[src/rtl/usb_edge_detect_multi.sv]
// usb_edge_detect_multi
// Multi-channel glitch-filtered transition detector for the USB receive front end.
// Each channel filters its synchronised line sample. A new level is accepted only
// after it has held for FILTER_LEN cycles. Each accepted transition that matches
// the channel's mode produces a one-cycle pulse and bumps a saturating,
// clearable activity counter.

module usb_edge_detect_multi #(
    parameter int   NUM_CH     = 2,
    parameter int   FILTER_LEN = 3,
    parameter int   CNT_W      = 8,
    parameter logic IDLE_VAL   = 1'b1
) (
    input  logic                    clk,
    input  logic                    n_rst,
    input  logic [NUM_CH-1:0]       d_in,
    input  logic [2*NUM_CH-1:0]     mode,
    input  logic [NUM_CH-1:0]       cnt_clr,
    output logic [NUM_CH-1:0]       d_filt,
    output logic [NUM_CH-1:0]       d_edge,
    output logic                    any_edge,
    output logic [NUM_CH*CNT_W-1:0] edge_count
);

    // Stability counter must reach FILTER_LEN-1; keep at least one bit so FILTER_LEN=1 still elaborates
    localparam int              FCW      = (FILTER_LEN > 1) ? $clog2(FILTER_LEN) : 1;
    localparam logic [FCW-1:0]  STAB_LIM = FCW'(FILTER_LEN - 1);

    logic [FCW-1:0]   r_stab [NUM_CH];
    logic [CNT_W-1:0] r_cnt  [NUM_CH];
    logic [NUM_CH-1:0] r_filt;
    logic [NUM_CH-1:0] r_edge;
    logic [NUM_CH-1:0] w_accept;
    logic [NUM_CH-1:0] w_qual;

    // Decide per channel whether this cycle accepts a new level and whether mode wants that direction
    always_comb begin
        w_accept = '0;
        w_qual   = '0;
        for (int c = 0; c < NUM_CH; c++) begin
            w_accept[c] = (d_in[c] != r_filt[c]) && (r_stab[c] == STAB_LIM);
            w_qual[c]   = w_accept[c] && (d_in[c] ? mode[2*c] : mode[2*c+1]);
        end
    end

    // Glitch filter: count consecutive disagreeing cycles, any agreement restarts the count
    always_ff @(posedge clk or negedge n_rst) begin
        if (!n_rst) begin
            r_filt <= {NUM_CH{IDLE_VAL}};
            r_edge <= '0;
            for (int c = 0; c < NUM_CH; c++) begin
                r_stab[c] <= '0;
            end
        end else begin
            r_edge <= w_qual;
            for (int c = 0; c < NUM_CH; c++) begin
                if (d_in[c] == r_filt[c]) begin
                    r_stab[c] <= '0;
                end else if (w_accept[c]) begin
                    r_filt[c] <= d_in[c];
                    r_stab[c] <= '0;
                end else begin
                    r_stab[c] <= r_stab[c] + FCW'(1);
                end
            end
        end
    end

    // Activity counters: a clear coinciding with an edge leaves the edge counted, otherwise saturate
    always_ff @(posedge clk or negedge n_rst) begin
        if (!n_rst) begin
            for (int c = 0; c < NUM_CH; c++) begin
                r_cnt[c] <= '0;
            end
        end else begin
            for (int c = 0; c < NUM_CH; c++) begin
                if (cnt_clr[c] && w_qual[c]) begin
                    r_cnt[c] <= CNT_W'(1);
                end else if (cnt_clr[c]) begin
                    r_cnt[c] <= '0;
                end else if (w_qual[c] && (r_cnt[c] != {CNT_W{1'b1}})) begin
                    r_cnt[c] <= r_cnt[c] + CNT_W'(1);
                end
            end
        end
    end

    // Pack the per-channel counters onto the flat output bus
    always_comb begin
        edge_count = '0;
        for (int c = 0; c < NUM_CH; c++) begin
            edge_count[c*CNT_W +: CNT_W] = r_cnt[c];
        end
    end

    assign d_filt   = r_filt;
    assign d_edge   = r_edge;
    assign any_edge = |r_edge;

endmodule

[config.mk]
export PLATFORM = sky130hd
export DESIGN_NAME = usb_edge_detect_multi
export DESIGN_NICKNAME = d
export VERILOG_FILES = /design/src/rtl/usb_edge_detect_multi.sv
export SDC_FILE = /design/constraint.sdc
export NUM_CORES = 1
export LEC_CHECK = 0
export ABC_AREA = 1
export CAP_MARGIN = 10
export CORE_ASPECT_RATIO = 0.6
export CORE_MARGIN = 5
export CORE_UTILIZATION = 45
export CTS_CLUSTER_DIAMETER = 200
export DETAILED_ROUTE_END_ITERATION = 8
export PLACE_DENSITY = 0.8
export SYNTH_ARGS = -nofsm -noshare
export SYNTH_HDL_FRONTEND = slang
export SYNTH_SLANG_ARGS = --single-unit
export TNS_END_PERCENT = 10
[constraint.sdc]
create_clock -name clk -period 1.65 [get_ports clk]
set_input_delay 0.2475 -clock clk [delete_from_list [all_inputs] [get_ports clk]]
set_output_delay 0.2475 -clock clk [all_outputs]
set_load 0.05 [all_outputs]
==> results of run 1 <==
[routing by layer]
layer  GRT usage  vias to the layer above
li1            -                      718
met1       0.218                      586
met2       0.198                       31
met3      0.0496                        0
met4      0.0321                        0
met5           0                        -
[cells by family after synthesis]
family	after synthesis
adders and majority gates	2
and+or+nand+nor	149
AOI/OAI and AO/OA	4
DFF	24
buffers and inverters	25
xor gates and xnor gates	5
[placed cells by master, fill, tap and decap left out]
cell type | synthesis | routed
nand2_1 | 74 | 74
nor2_1 | 28 | 28
nand3_1 | 28 | 28
dfrtp_1 | 22 | 21
buf_4 | 0 | 20
inv_1 | 17 | 17
clkdlybuf4s50_1 | 0 | 9
nand2_2 | 6 | 6
inv_2 | 5 | 5
nor2_2 | 4 | 4
buf_12 | 0 | 4
nand2_4 | 3 | 3
xor2_1 | 3 | 3
clkbuf_8 | 0 | 3
nand3_4 | 2 | 2
o21ai_0 | 2 | 2
xnor2_1 | 2 | 2
ha_1 | 2 | 2
dfstp_2 | 2 | 2
or2_2 | 1 | 1
nor2_8 | 1 | 1
nor2_4 | 1 | 1
nand4_1 | 1 | 1
clkinv_1 | 1 | 1
o21bai_1 | 1 | 1
a21oi_1 | 1 | 1
bufinv_16 | 0 | 1
dfrtp_2 | 0 | 1
[registers in the layout, indices dropped and copies added, names as in the netlist]
signal and count:
d_filt 2, r_stab 4, d_edge 2, edge_count 16
[through the flow]
step | std cells | cell area [um2]
floorplan | 209 | 1490
global placement | 285 | 1860
detailed placement | 285 | 1860
CTS | 289 | 1930
global route | 289 | 1930
finish | 289 | 1930
[final timing paths]
path | from | endpoint | slack, ns
worst max-delay path | edge_count[8]$_DFFE_PN0P_ | edge_count[11]$_DFFE_PN0P_ | 0.17
worst min-delay path | n_rst | edge_count[4]$_DFFE_PN0P_ | 0.33
worst max register to register | edge_count[8]$_DFFE_PN0P_ | edge_count[11]$_DFFE_PN0P_ | 0.17
worst min register to register | r_stab[0]$_DFF_PN0_ | r_stab[0]$_DFF_PN0_ | 0.46
max in group asynchronous | n_rst | d_filt[1]$_DFFE_PN1P_ | 1.04
min in group clk | r_stab[0]$_DFF_PN0_ | r_stab[0]$_DFF_PN0_ | 0.46
[Yosys cell counts]
cell type | n | area share
ha_1 | 2 | 0.017
or2_2 | 1 | 0.0042
a21oi_1 | 1 | 0.0034
dfrtp_1 | 22 | 0.37
nor2_1 | 28 | 0.071
nand2_4 | 3 | 0.023
nand4_1 | 1 | 0.0042
nand3_4 | 2 | 0.024
nand2_2 | 6 | 0.025
inv_1 | 17 | 0.043
nor2_8 | 1 | 0.013
clkinv_1 | 1 | 0.0025
xnor2_1 | 2 | 0.012
buf_2 | 1 | 0.0034
o21bai_1 | 1 | 0.0050
inv_2 | 5 | 0.013
nand2_1 | 74 | 0.19
nand3_1 | 28 | 0.094
nor2_2 | 4 | 0.017
xor2_1 | 3 | 0.018
clkbuf_1 | 1 | 0.0025
o21ai_0 | 2 | 0.0067
nor2_4 | 1 | 0.0076
dfstp_2 | 2 | 0.035
[where the power goes]
group	switching (W)	internal (W)
registers	0.0000738	0.000681
clock network	0.000182	0.000324
logic	0.000399	0.000240
total	0.000654	0.00125
[layout make-up]
cell class | instances | area share
multi-input cells | 160 | 0.409
flip-flops and latches | 24 | 0.313
repair buffers | 33 | 0.166
inverters | 23 | 0.0448
well taps | 45 | 0.0292
clock buffers | 3 | 0.0214
clock inverters | 1 | 0.0156
==> impl_metrics.ini, run 1 <==
[clock_tree]
cts_buffer_depth = 2
post_cts_resized = 0
clk_pin_slew_ns = 0.08
cts.sinks = 24
insertion_delay_ns = 0.26
cts_inserted_buffers = 3
cts_tree = built
postCtsHoldBufs = 0
cts-root-buf = clkbuf_8
postCtsSetupBuffers = 0
h-tree-depth = 1

[routing]
wl_met3_um = 193
firstDrtPassIters = 4
wl_met2_mm = 1.21
drt_iter0_markers = 70
drc_errors = 0
ant_nets = 0
via_per_inst = 4.62
wl_met1_mm = 1.68
drt-wirelength-per-cell_um = 10.7
wirelength_mm = 3.08
routed.top_layer = met3
num_vias = 1335

[global_route]
grt_usage = 0.145
grt_pass1_wl_mm = 5.20
grt_pass1_vias = 1132
grt_overflow = 0
grt_max_degree = 25
antenna_found_initial = 0

[final_layout]
drive_gt1_frac = 0.221
seq_area_um2 = 604
nFillCells = 308
layout.nets = 257
final_core_util = 0.598
multi_input_area_um2 = 790
syn_to_final_growth_pct = 29.6
n_antenna_cell = 0

[setup_path]
critPathMaxFanout = 9
critPathTopFamily = simple AND/OR/NAND/NOR gates
cp_cell_sequence = ha_1 -> nand2_1 -> nor2_2 -> nand2_2 -> nand3_4 -> nand2_4 -> nand2_1 -> nand2_1
worst-path-buf-inv = 0
slowest_stage = dfrtp_1
cp.depth = 8
slowest_delay_ns = 0.42
crit_type = register to register
crit_top_cell = nand2_1
end_kind = register
cp_data_required_time_ns = 1.81
arrival_ns = 1.64
worst_r2r_path_depth = 8
critPathLaunchType = register

[synth]
synth.distinct_cells = 24
synthSimpleGateAreaFrac = 0.469
synthesis.instances = 209
synthAdderAreaFrac = 0.0168
synth_seq_cells = 24
synth_area_per_cell_um2 = 7.12
synth_area_um2 = 1490
synthXorXnorAreaFrac = 0.0294
ys_warn_count = 0
synth_compound_area_frac = 0.0151
synth_top_family_by_area = simple AND/OR/NAND/NOR gates
ys_seq_area_frac = 0.405
mappedNetlistNets = 221
synth_mux_area_frac = 0

[hold_path]
hold_class = primary input to async pin

[floorplanning]
floorplan.initialDensity = 0.462
core_um2 = 3220
rows = 16
pin_count = 31
die_area_um2 = 4590
die_y_um = 54.5
die_w_um = 84.2

[power]
vdd_drop_max_uv = 640
power.total_w = 0.00190
powerDensity_nw_per_um2 = 986
p_leak_nw = 0.989

[timing]
setup_violations = 0
clock_skew_ns = 0.00127
worst_slew_pin_slew_ns = 0.436
setup_slack_ns = 0.173
maxSlewHeadroom = 0.709
min_period_over_period = 0.895
finalHoldViolCount = 0
fmax_mhz = 677
rsz0062_at_grt = false
period_minus_slack_ns = 1.48
drv_slew = 0
tns_ns = 0
hold_slack_ns = 0.334

[flow_run]
cap_violations = 0

[placed_design]
place.port_buffers = 30
finalWeightedCongestion = 0.813
dp.final_hpwl_mm = 2.39
place_ws_ns = 0.0592

[run_status]
status = completed
Power figures use the tool's default switching activity.
==> inputs of run 2 (changes only) <==
==> constraint.sdc (replaced) <==
create_clock -name clk -period 1.9 [get_ports clk]
set_input_delay 0.285 -clock clk [delete_from_list [all_inputs] [get_ports clk]]
set_output_delay 0.285 -clock clk [all_outputs]
set_load 0.05 [all_outputs]
==> impl_metrics.ini, run 2 (same netlist as run 1, synthesis figures left out) <==
[clock_tree]
cts.sinks = 24
clk_pin_slew_ns = 0.08
insertion_delay_ns = 0.27
h-tree-depth = 1
postCtsHoldBufs = 0
cts_inserted_buffers = 3
cts-root-buf = clkbuf_8
cts_tree = built
cts_buffer_depth = 2

[power]
p_clk_frac = 0.276
vdd_drop_max_uv = 464
power_frac_seq = 0.406
power.total_w = 0.00158
powerDensity_nw_per_um2 = 838
intPower_w = 0.00103
p_leak_nw = 0.952
sw_frac_of_total = 0.349
p_switching_w = 0.000552
power_frac_comb = 0.318

[setup_path]
crit_type = register to primary output
end_kind = primary output
arrival_ns = 1.53
reg2reg_from = edge_count[9]$_DFFE_PN0P_
reg2reg_setup_slack_ns = 0.39
worst-path-buf-inv = 1
critPathMaxFanout = 6
cp_data_required_time_ns = 1.62
cp_cell_sequence = clkdlybuf4s50_1
slowest_delay_ns = 0.83
worst_r2r_path_depth = 8
critPathTopFamily = buffers and inverters
slowest_stage = clkdlybuf4s50_1
critPathLaunchType = register
worstReg2RegEnd = edge_count[12]$_DFFE_PN0P_

[final_layout]
largest_register_ffs = 16
stdcell_area_um2 = 1890
syn_to_final_growth_pct = 26.7
n_antenna_cell = 0
drive_gt1_frac = 0.169
fin_cells = 287
final_cell_mix = 74 x nand2_1, 28 x nor2_1, 28 x nand3_1
final_common_cell = nand2_1
layout.nets = 255

[placed_design]
dp_cells = 283
dp.final_hpwl_mm = 2.35
place.port_buffers = 30
finalWeightedCongestion = 0.840
placed_cell_area_um2 = 1820

[routing]
drc_errors = 0
wl_met3_um = 203
wirelength_mm = 3.10
wl_met2_mm = 1.21
drt-wirelength-per-cell_um = 10.8
ant_nets = 0
routed.top_layer = met4
firstDrtPassIters = 4
drt_iter0_markers = 53
num_vias = 1329
via_per_inst = 4.63
wl_met1_mm = 1.65

[floorplanning]
die_area_um2 = 4590
floorplan.initialDensity = 0.462
core_um2 = 3220
die_w_um = 84.2
die_y_um = 54.5
rows = 16
pin_count = 31

[flow_run]
cap_violations = 0

[timing]
worst_slew_pin_slew_ns = 0.498
tns_ns = 0
min_period_over_period = 0.956
period_minus_slack_ns = 1.82
setup_violations = 0
clock_skew_ns = 0.00874
hold_slack_ns = 0.371
maxSlewHeadroom = 0.667
finalHoldViolCount = 0
rsz0062_at_grt = false
drv_slew = 0
fmax_mhz = 551

[global_route]
grt_max_degree = 25
antenna_found_initial = 0
grt_overflow = 0
grt_usage = 0.147
grt_pass1_vias = 1205
grt_pass1_wl_mm = 5.34

[hold_path]
hold_class = primary input to async pin

[run_status]
status = completed
-- run 2: worst max-delay path by stage --
stage	startpoint	cells past startpoint	end
finish	edge_count[5]$_DFFE_PN0P_	1	edge_count[5]
detailed placement	d_in[0]	7	edge_count[5]$_DFFE_PN0P_
global placement	d_in[1]	9	edge_count[13]$_DFFE_PN0P_
CTS	edge_count[15]$_DFFE_PN0P_	1	edge_count[15]
global route	edge_count[5]$_DFFE_PN0P_	1	edge_count[5]
floorplan	edge_count[1]$_DFFE_PN0P_	8	edge_count[4]$_DFFE_PN0P_
-- run 2: routing by layer --
layer  vias to the layer above  global-route usage
met5                         -                   0
met1                       570               0.203
met3                         5              0.0466
li1                        712                   -
met4                         0              0.0535
met2                        42               0.216
-- run 2: power groups by stage --
stage               Sequential [W]  Combinational, W  Clock (W)
floorplan                 0.000766          0.000253          0
global route              0.000652          0.000549   0.000476
detailed placement        0.000652          0.000509          0
CTS                       0.000642          0.000508   0.000455
global placement          0.000651          0.000504          0
finish                    0.000641          0.000503   0.000436
-- run 2: cell type report --
| type | count | area, um2 |
|---|---|---|
| clock buffers | 3 | 41.3 |
| clock inverters | 1 | 30.0 |
| fillers | 298 | 1340 |
| inverters | 23 | 86.3 |
| multi-input cells | 160 | 790 |
| flip-flops and latches | 24 | 603 |
| well taps | 45 | 56.3 |
| repair buffers | 31 | 279 |
-- run 2: through the flow --
step                utilization  setup slack, ns
floorplan                     -            0.246
global placement          0.563            0.288
detailed placement        0.563            0.252
CTS                       0.585           0.0625
global route              0.585           0.0198
finish                    0.585           0.0845
-- run 2: repair_timing --
action / 4_1_cts / 5_1_grt
setup buffers: 0 / 0
endpoints found under the hold margin: 0 / 0
gates resized for setup: 1 / 0
setup endpoints to repair: 1 / 0
==> inputs of run 3 (changes only) <==
--- a/config.mk
+++ b/config.mk
@@ -13,6 +13,7 @@
 export CTS_CLUSTER_DIAMETER = 200
 export DETAILED_ROUTE_END_ITERATION = 8
 export PLACE_DENSITY = 0.8
+export SETUP_SLACK_MARGIN = 0.3
 export SYNTH_ARGS = -nofsm -noshare
 export SYNTH_HDL_FRONTEND = slang
 export SYNTH_SLANG_ARGS = --single-unit
==> constraint.sdc (replaced) <==
create_clock -name clk -period 1.9 [get_ports clk]
set_input_delay 0.38 -clock clk [delete_from_list [all_inputs] [get_ports clk]]
set_output_delay 0.38 -clock clk [all_outputs]
set_load 0.05 [all_outputs]
==> impl_metrics.ini, run 3 (same netlist as run 1, synthesis figures left out) <==
[global_route]
antenna_found_initial = 0
grt_pass1_vias = 1240
grt_overflow = 0
grt_max_degree = 25
grt_usage = 0.152
grt_pass1_wl_mm = 5.58

[timing]
tns_ns = 0
fmax_mhz = 661
maxSlewHeadroom = 0.666
setup_slack_ns = 0.387
drv_slew = 0
setup_violations = 0
rsz0062_at_grt = true
clock_skew_ns = 0.00164
worst_slew_pin_slew_ns = 0.500
min_period_over_period = 0.796
finalHoldViolCount = 0
period_minus_slack_ns = 1.51

[placed_design]
dp.final_hpwl_mm = 2.54
place_ws_ns = 0.165
dp_cells = 284
place.port_buffers = 30
finalWeightedCongestion = 0.821
placed_cell_area_um2 = 1810

[final_layout]
n_antenna_cell = 0
largest_register_ffs = 16
final_common_cell = nand2_1
drive_gt1_frac = 0.218
fin_cells = 288
final_cell_mix = 74 x nand2_1, 28 x nor2_1, 28 x nand3_1
layout.nets = 256
stdcell_area_um2 = 1880
syn_to_final_growth_pct = 26.3

[setup_path]
crit_path_end = d_edge[0]
reg2reg_from = edge_count[8]$_DFFE_PN0P_
critPathMaxFanout = 2
crit_start = d_edge[0]$_DFF_PN0_
reg2reg_setup_slack_ns = 0.43
critPathLaunchType = register
slowest_stage = dlygate4sd2_1
cp_cell_sequence = dlygate4sd2_1
worstReg2RegEnd = edge_count[12]$_DFFE_PN0P_
critPathTopFamily = buffers and inverters
crit_type = register to primary output
end_kind = primary output
arrival_ns = 1.13
cp_data_required_time_ns = 1.52
worst_r2r_path_depth = 8
slowest_delay_ns = 0.53
worst-path-buf-inv = 1
cp.depth = 1

[floorplanning]
die_y_um = 54.5
rows = 16
core_um2 = 3220
floorplan.initialDensity = 0.462
die_w_um = 84.2
die_area_um2 = 4590
pin_count = 31

[clock_tree]
clk_pin_slew_ns = 0.08
cts_inserted_buffers = 3
cts.sinks = 24
cts-root-buf = clkbuf_8
insertion_delay_ns = 0.26
postCtsSetupBuffers = 0
postCtsHoldBufs = 0
cts_buffer_depth = 2
h-tree-depth = 1
cts_tree = built

[routing]
ant_nets = 0
via_per_inst = 4.77
num_vias = 1375
firstDrtPassIters = 4
drt_iter0_markers = 48
drt-wirelength-per-cell_um = 11.5
drc_errors = 0
wirelength_mm = 3.30

[hold_path]
hold_class = register to register

[flow_run]
cap_violations = 0

[power]
p_leak_nw = 0.987
vdd_drop_max_uv = 510
powerDensity_nw_per_um2 = 850

[run_status]
status = completed
## run 3: cell types whose count changed in the layout (fill, tap and decap cells not counted)
| cell | before | now |
|---|---|---|
| clkdlybuf4s50_1 | 18 | 9 |
| dfrtp_2 | 0 | 3 |
| dfrtp_1 | 22 | 19 |
| buf_4 | 12 | 21 |
| dlymetal6s2s_1 | 0 | 1 |
## run 3: worst reg2reg max path, delay by kind of cell, from the launching register on
family,cells,cell delay (ns)
and+or+nand+nor,7,0.75
adders and majority gates,1,0.20
DFF,1,0.41
## run 3: layout make-up
cell class,instances,area (um2)
Fill cell,303,1340
Timing Repair Buffer,32,269
Inverter,23,86.3
Multi-Input combinational cell,160,790
Clock inverter,1,30.0
Sequential cell,24,607
Clock buffer,3,41.3
Tap cell,45,56.3
## run 3: per-stage QoR
stage / util / hold WS (ns) / power [W]
4_1_cts: 0.582 / 0.466 / 0.00161
3_3_place_gp: 0.561 / 0.437 / 0.00115
6_report: 0.583 / 0.463 / 0.00160
5_1_grt: 0.583 / 0.487 / 0.00169
2_1_floorplan: - / 0.0844 / 0.00102
3_5_place_dp: 0.561 / 0.453 / 0.00117
## run 3: timing repair
action                     4_1_cts  5_1_grt
setup endpoints to repair        2        4
hold endpoints to repair         0        0
gates resized for setup          1        1
## run 3: worst min path at each step
stage                        startpoint             endpoint  slack, ns  cells after the start
floorplan                         n_rst  d_edge[0]$_DFF_PN0_       0.08                      0
global placement    r_stab[0]$_DFF_PN0_  r_stab[0]$_DFF_PN0_       0.44                      1
detailed placement  r_stab[0]$_DFF_PN0_  r_stab[0]$_DFF_PN0_       0.45                      1
CTS                 r_stab[0]$_DFF_PN0_  r_stab[0]$_DFF_PN0_       0.47                      1
global route        r_stab[0]$_DFF_PN0_  r_stab[0]$_DFF_PN0_       0.49                      1
finish              r_stab[0]$_DFF_PN0_  r_stab[0]$_DFF_PN0_       0.46                      1
## run 3: where the power goes
group          switching, W  internal [W]  leakage, nW
registers         0.0000549      0.000592        0.318
logic              0.000353      0.000155        0.633
clock network      0.000161      0.000281       0.0357
total              0.000569       0.00103        0.987
## run 3: routing by layer
metal | track usage | routed length, um
met5 | 0 | 0
met4 | 0.0107 | 7
met3 | 0.0571 | 239
met2 | 0.242 | 1360
met1 | 0.208 | 1700
